**src/rtl/vga_out_stage.sv**
```systemverilog
// VGA output stage: raster counters, sync generation and LAT-aligned colour registering.
// Optional VGA_TEST_PATTERN_EN adds a test_sel port selecting an eight-bar pattern.
module vga_out_stage #(
  parameter int LAT    = 2,
  parameter int H_ACT  = 640,
  parameter int H_FP   = 16,
  parameter int H_SYNC = 96,
  parameter int H_BP   = 48,
  parameter int V_ACT  = 480,
  parameter int V_FP   = 10,
  parameter int V_SYNC = 2,
  parameter int V_BP   = 33
) (
  input  logic        clk,
  input  logic        rst_n,
  input  logic        pix_en,
`ifdef VGA_TEST_PATTERN_EN
  input  logic        test_sel,
`endif
  input  logic [23:0] pixel_in,
  output logic [9:0]  hc,
  output logic [9:0]  vc,
  output logic [3:0]  vga_r,
  output logic [3:0]  vga_g,
  output logic [3:0]  vga_b,
  output logic        vga_hs,
  output logic        vga_vs,
  output logic        frame_start
);

  localparam logic [9:0] H_ACT_W  = 10'(H_ACT);
  localparam logic [9:0] HS_BEG_W = 10'(H_ACT + H_FP);
  localparam logic [9:0] HS_END_W = 10'(H_ACT + H_FP + H_SYNC);
  localparam logic [9:0] H_LAST_W = 10'(H_ACT + H_FP + H_SYNC + H_BP - 1);
  localparam logic [9:0] V_ACT_W  = 10'(V_ACT);
  localparam logic [9:0] VS_BEG_W = 10'(V_ACT + V_FP);
  localparam logic [9:0] VS_END_W = 10'(V_ACT + V_FP + V_SYNC);
  localparam logic [9:0] V_LAST_W = 10'(V_ACT + V_FP + V_SYNC + V_BP - 1);

  logic [9:0]     h_cnt_q, h_cnt_d, v_cnt_q, v_cnt_d;
  logic [LAT-1:0] act_sr_q, act_sr_d, hs_sr_q, hs_sr_d, vs_sr_q, vs_sr_d;
  logic [3:0]     vga_r_q, vga_r_d, vga_g_q, vga_g_d, vga_b_q, vga_b_d;
  logic           vga_hs_q, vga_hs_d, vga_vs_q, vga_vs_d;
  logic           frame_start_q, frame_start_d;
  logic           h_wrap, v_wrap, raw_act, raw_hs, raw_vs;
  logic [11:0]    dly_rgb;
  logic           pix_unused;

  assign h_wrap  = (h_cnt_q == H_LAST_W);
  assign v_wrap  = (v_cnt_q == V_LAST_W);
  assign raw_act = (h_cnt_q < H_ACT_W) && (v_cnt_q < V_ACT_W);
  assign raw_hs  = !((h_cnt_q >= HS_BEG_W) && (h_cnt_q < HS_END_W));
  assign raw_vs  = !((v_cnt_q >= VS_BEG_W) && (v_cnt_q < VS_END_W));

  // Low nibbles are deliberately dropped: truncation, no rounding.
  assign pix_unused = ^{pixel_in[19:16], pixel_in[11:8], pixel_in[3:0]};

`ifdef VGA_TEST_PATTERN_EN
  logic [9:0] hc_sr_q [LAT];
  logic [9:0] hc_sr_d [LAT];
  logic [9:0] bar;
  logic       bar_unused;

  assign bar        = hc_sr_q[LAT-1] / 10'd80;
  assign bar_unused = ^bar[9:3];
  assign dly_rgb    = test_sel ? {{4{bar[2]}}, {4{bar[1]}}, {4{bar[0]}}}
                               : {pixel_in[23:20], pixel_in[15:12], pixel_in[7:4]};

  always_comb begin
    hc_sr_d = hc_sr_q;
    if (pix_en) begin
      hc_sr_d[0] = h_cnt_q;
      for (int i = 1; i < LAT; i++) hc_sr_d[i] = hc_sr_q[i-1];
    end
  end

  always_ff @(posedge clk or negedge rst_n) begin
    if (!rst_n) begin
      for (int i = 0; i < LAT; i++) hc_sr_q[i] <= '0;
    end else begin
      hc_sr_q <= hc_sr_d;
    end
  end
`else
  assign dly_rgb = {pixel_in[23:20], pixel_in[15:12], pixel_in[7:4]};
`endif

  always_comb begin
    h_cnt_d  = h_cnt_q;
    v_cnt_d  = v_cnt_q;
    act_sr_d = act_sr_q;
    hs_sr_d  = hs_sr_q;
    vs_sr_d  = vs_sr_q;
    vga_r_d  = vga_r_q;
    vga_g_d  = vga_g_q;
    vga_b_d  = vga_b_q;
    vga_hs_d = vga_hs_q;
    vga_vs_d = vga_vs_q;
    // frame_start is a single-clk pulse, so it is recomputed every clk.
    frame_start_d = pix_en && h_wrap && v_wrap;
    if (pix_en) begin
      h_cnt_d = h_wrap ? 10'd0 : h_cnt_q + 10'd1;
      if (h_wrap) v_cnt_d = v_wrap ? 10'd0 : v_cnt_q + 10'd1;
      act_sr_d[0] = raw_act;
      hs_sr_d[0]  = raw_hs;
      vs_sr_d[0]  = raw_vs;
      for (int i = 1; i < LAT; i++) begin
        act_sr_d[i] = act_sr_q[i-1];
        hs_sr_d[i]  = hs_sr_q[i-1];
        vs_sr_d[i]  = vs_sr_q[i-1];
      end
      vga_r_d  = act_sr_q[LAT-1] ? dly_rgb[11:8] : 4'h0;
      vga_g_d  = act_sr_q[LAT-1] ? dly_rgb[7:4]  : 4'h0;
      vga_b_d  = act_sr_q[LAT-1] ? dly_rgb[3:0]  : 4'h0;
      vga_hs_d = hs_sr_q[LAT-1];
      vga_vs_d = vs_sr_q[LAT-1];
    end
  end

  always_ff @(posedge clk or negedge rst_n) begin
    if (!rst_n) begin
      h_cnt_q       <= '0;
      v_cnt_q       <= '0;
      act_sr_q      <= '0;
      hs_sr_q       <= '1;
      vs_sr_q       <= '1;
      vga_r_q       <= '0;
      vga_g_q       <= '0;
      vga_b_q       <= '0;
      vga_hs_q      <= 1'b1;
      vga_vs_q      <= 1'b1;
      frame_start_q <= 1'b0;
    end else begin
      h_cnt_q       <= h_cnt_d;
      v_cnt_q       <= v_cnt_d;
      act_sr_q      <= act_sr_d;
      hs_sr_q       <= hs_sr_d;
      vs_sr_q       <= vs_sr_d;
      vga_r_q       <= vga_r_d;
      vga_g_q       <= vga_g_d;
      vga_b_q       <= vga_b_d;
      vga_hs_q      <= vga_hs_d;
      vga_vs_q      <= vga_vs_d;
      frame_start_q <= frame_start_d;
    end
  end

  assign hc          = h_cnt_q;
  assign vc          = v_cnt_q;
  assign vga_r       = vga_r_q;
  assign vga_g       = vga_g_q;
  assign vga_b       = vga_b_q;
  assign vga_hs      = vga_hs_q;
  assign vga_vs      = vga_vs_q;
  assign frame_start = frame_start_q;

endmodule

```
**config.mk**
```make
export PLATFORM = sky130hd
export DESIGN_NAME = vga_out_stage
export DESIGN_NICKNAME = d
export VERILOG_FILES = /design/src/rtl/vga_out_stage.sv
export SDC_FILE = /design/constraint.sdc
export NUM_CORES = 1
export LEC_CHECK = 0
export BUFFER_PORTS_ARGS = -buffer_cell sky130_fd_sc_hd__buf_4
export CORE_ASPECT_RATIO = 1.1
export CORE_MARGIN = 1.5
export CORE_UTILIZATION = 45
export DETAILED_ROUTE_END_ITERATION = 16
export PLACE_DENSITY = 0.75
export SLEW_MARGIN = 20
export SYNTH_ARGS = -nofsm -noshare
export SYNTH_HDL_FRONTEND = slang
export SYNTH_SLANG_ARGS = --single-unit
```
**constraint.sdc**
```tcl
create_clock -name clk -period 1.8 [get_ports clk]
set_input_delay 0.09 -clock clk [delete_from_list [all_inputs] [get_ports clk]]
set_output_delay 0.09 -clock clk [all_outputs]
set_load 0.05 [all_outputs]
```
==> reports/qor.txt <==
status - completed
n_diodes - 0
share of layout cells above drive strength 1 - 0.376
first drt pass iteration count - 4
Post-synth EDFFs - 0
Main synth FF type - dfrtp_1
Max Cap Violations - 0
CP required - 1970 ps
DRT antenna net count - 0
Sequential Area - 1040 um2
crit path time final - 1730 ps
RSZ-0062 raised after global routing - false
Top Ports - 62
LEAKAGE - 1.14 nW
drt total wl - 3.89 mm
Pwr per Cell Area - 1050 nW/um2
Root Driver - clkbuf_8
Via-to-Cell Ratio - 5.28
Final Hold Fails - 0
FMAX - 579 MHz
Async S/R FF share, synth - 1.00
Sink Count - 41
Avg Inst Size Synth - 10.4 um2
CP Max Fanout - 7
Fin Setup TNS - 0 ps
grt total ovfl - 0
Die ar. - 4580 um2
GPL Wtd Cong - 0.775
Worst Hold Slack - 27.9 ps
# rows - 24
Worst Setup End Kind - flip-flop
most area-hungry cell type in the Yosys netlist - dfrtp_1
post-synthesis mux area share - 0.0299
area grow syn2layout - 31.0%
Hold Crit Class - in2reg
finished layout cell area - 2460 um2
simple-gate share of the synthesized area - 0.215
final setup violation count - 0
Avg WL per Cell - 13.5 um
Post-DP Area - 2340 um2
Post-Synth XOR/XNOR Area - 0.0605
initial antenna violation count - 0
Clock Pin Slew Worst Setup and Hold Paths - 80 ps
H-tree depth - 2
area share of fa/ha/maj cells after synthesis - 0.0266
post-DP HPWL - 2.73 mm
crit share post-route - 0.959
IO Port Bufs - 49
maximum vdd drop - 850 uV
Worst-Margin Slew - 497 ps
area share of the largest cell type after synthesis - 0.465
Crit path arrival time - 1900 ps
TritonCTS clock tree - yes
vias in the first global route - 1460
Num CTS Buffers - 5
setup bufs post-CTS - 0
slew margin rel. - 0.669
Setup crit start kind - flip-flop
first-pass GRT wire length - 6.67 mm
multi-input logic area - 773 um2
Clock Path Buffers - 2
Ys Warns - 0
Commonest cells post-synth - dfrtp_1, nand3_1, inv_1
Vias - 1526
fill count - 354
Mapped Cells - 181
top post-synthesis cells by area - dfrtp_1, dfstp_2, nand3_1
top-count cell post-synth - dfrtp_1
Initial Util - 0.471
Mapped Area - 1880 um2
sequential area share after synthesis - 0.549
CP Class - reg2reg
Setup Skew - 8.16 ps
area of the core - 3990 um2
Synth Area in Compound Gates - 0.0698
Final #Nets - 267
Synthesized Nets - 212
largest family of logic cells by synthesized area - simple AND/OR/NAND/NOR gates
1st-iter DRT viols - 100
Clock Latency Late Sink - 290 ps
fin. max-slew vios - 0
die height - 70.8 um
Die X - 64.7 um
register bit total from synthesis - 41
GRT Total Usage - 0.188
DRC - 0
largest net degree at the start of global routing - 42
Yosys cell types - 35
worst paths after layout:
kind / start / slack (ps) / end / cells past startpoint
hold / removal: pixel_in[22] / 30 / vga_r[2]$_DFFE_PN0P_ / 3
setup reg to reg: hc[6]$_DFFE_PN0P_ / 70 / vc[4]$_DFFE_PN0P_ / 4
max in group asynchronous: rst_n / 1120 / hc[2]$_DFFE_PN0P_ / 2
hold reg to reg: hs_sr_q[0]$_DFFE_PN1P_ / 500 / hs_sr_q[0]$_DFFE_PN1P_ / 2
min in group asynchronous: rst_n / 310 / vga_g[3]$_DFFE_PN0P_ / 2
setup / recovery: hc[6]$_DFFE_PN0P_ / 70 / vc[4]$_DFFE_PN0P_ / 4
state kept, by name, indices dropped and copies added, names as in the netlist:
| signal | flops |
|---|---|
| vga_g | 4 |
| vs_sr_q | 2 |
| hs_sr_q | 2 |
| hc | 10 |
| vga_r | 4 |
| vga_hs | 1 |
| vga_b | 4 |
| vc | 10 |
| act_sr_q | 2 |
| vga_vs | 1 |
| frame_start | 1 |
area by class of cell:
cell class,count,share of cell area
flip-flops and latches,41,0.423
multi-input cells,116,0.314
repair buffers,54,0.165
clock buffers,6,0.0294
inverters,18,0.0274
well taps,52,0.0264
clock inverters,2,0.0142
per-layer routing:
metal / global-route usage / vias to the layer above / wire length (um)
met1: 0.255 / 725 / 1840
li1: - / 736 / -
met2: 0.293 / 57 / 1740
met4: 0.0709 / 0 / 68
met3: 0.0493 / 8 / 247
met5: 0 / - / 0
layout by cell type, fill, tap and decap left out, types with 2 or more instances in the layout:
master	n
a21oi_1	3
nand2_1	7
o21ai_1	2
dfrtp_1	27
clkbuf_8	5
buf_4	53
and4_1	2
and3_1	2
inv_1	18
dfstp_2	6
ha_1	3
nand4_1	6
o21ai_0	17
xor2_1	4
xnor2_1	9
nor2_1	10
dfrtp_2	8
nand3_1	22
nor4_1	2
nor3_1	4
mux2_2	5
repair_timing:
item                                   4_1_cts  5_1_grt
gates resized for setup                      0        1
endpoints found under the hold margin       35        0
hold buffers                                 1        0
setup endpoints to repair                    0        1
worst max-delay path, cell delays in order (launching register included):
cell and delay, ps:
dfrtp_2 450, or4b_4 600, nor4_1 360, xnor2_1 160, nor2_1 50
stage by stage:
step,utilization,std cells,setup WS (ps),total power (W)
after floorplan,-,181,-37.0,0.00164
after global placement,0.586,280,85.6,0.00187
after detailed placement,0.586,280,44.0,0.00188
after CTS,0.616,289,32.9,0.00260
after global routing,0.617,289,7.44,0.00270
final,0.617,289,74.1,0.00258
cells by family after synthesis:
logic type / after synthesis
buffers and inverters: 24
adder cells (fa/ha/maj): 4
XOR/XNOR: 13
multiplexers: 5
AND/OR/NAND/NOR: 69
AO/OA/AOI/OAI: 25
flip-flops: 41
report_power, final:
part           leakage, nW  total (W)  internal, W  switching (W)
logic                0.590   0.000710     0.000239       0.000471
clock network       0.0552   0.000716     0.000411       0.000304
registers            0.495    0.00115      0.00102       0.000128
total                 1.14    0.00258      0.00167       0.000904
No activity file was read; power rests on OpenSTA's default activity.
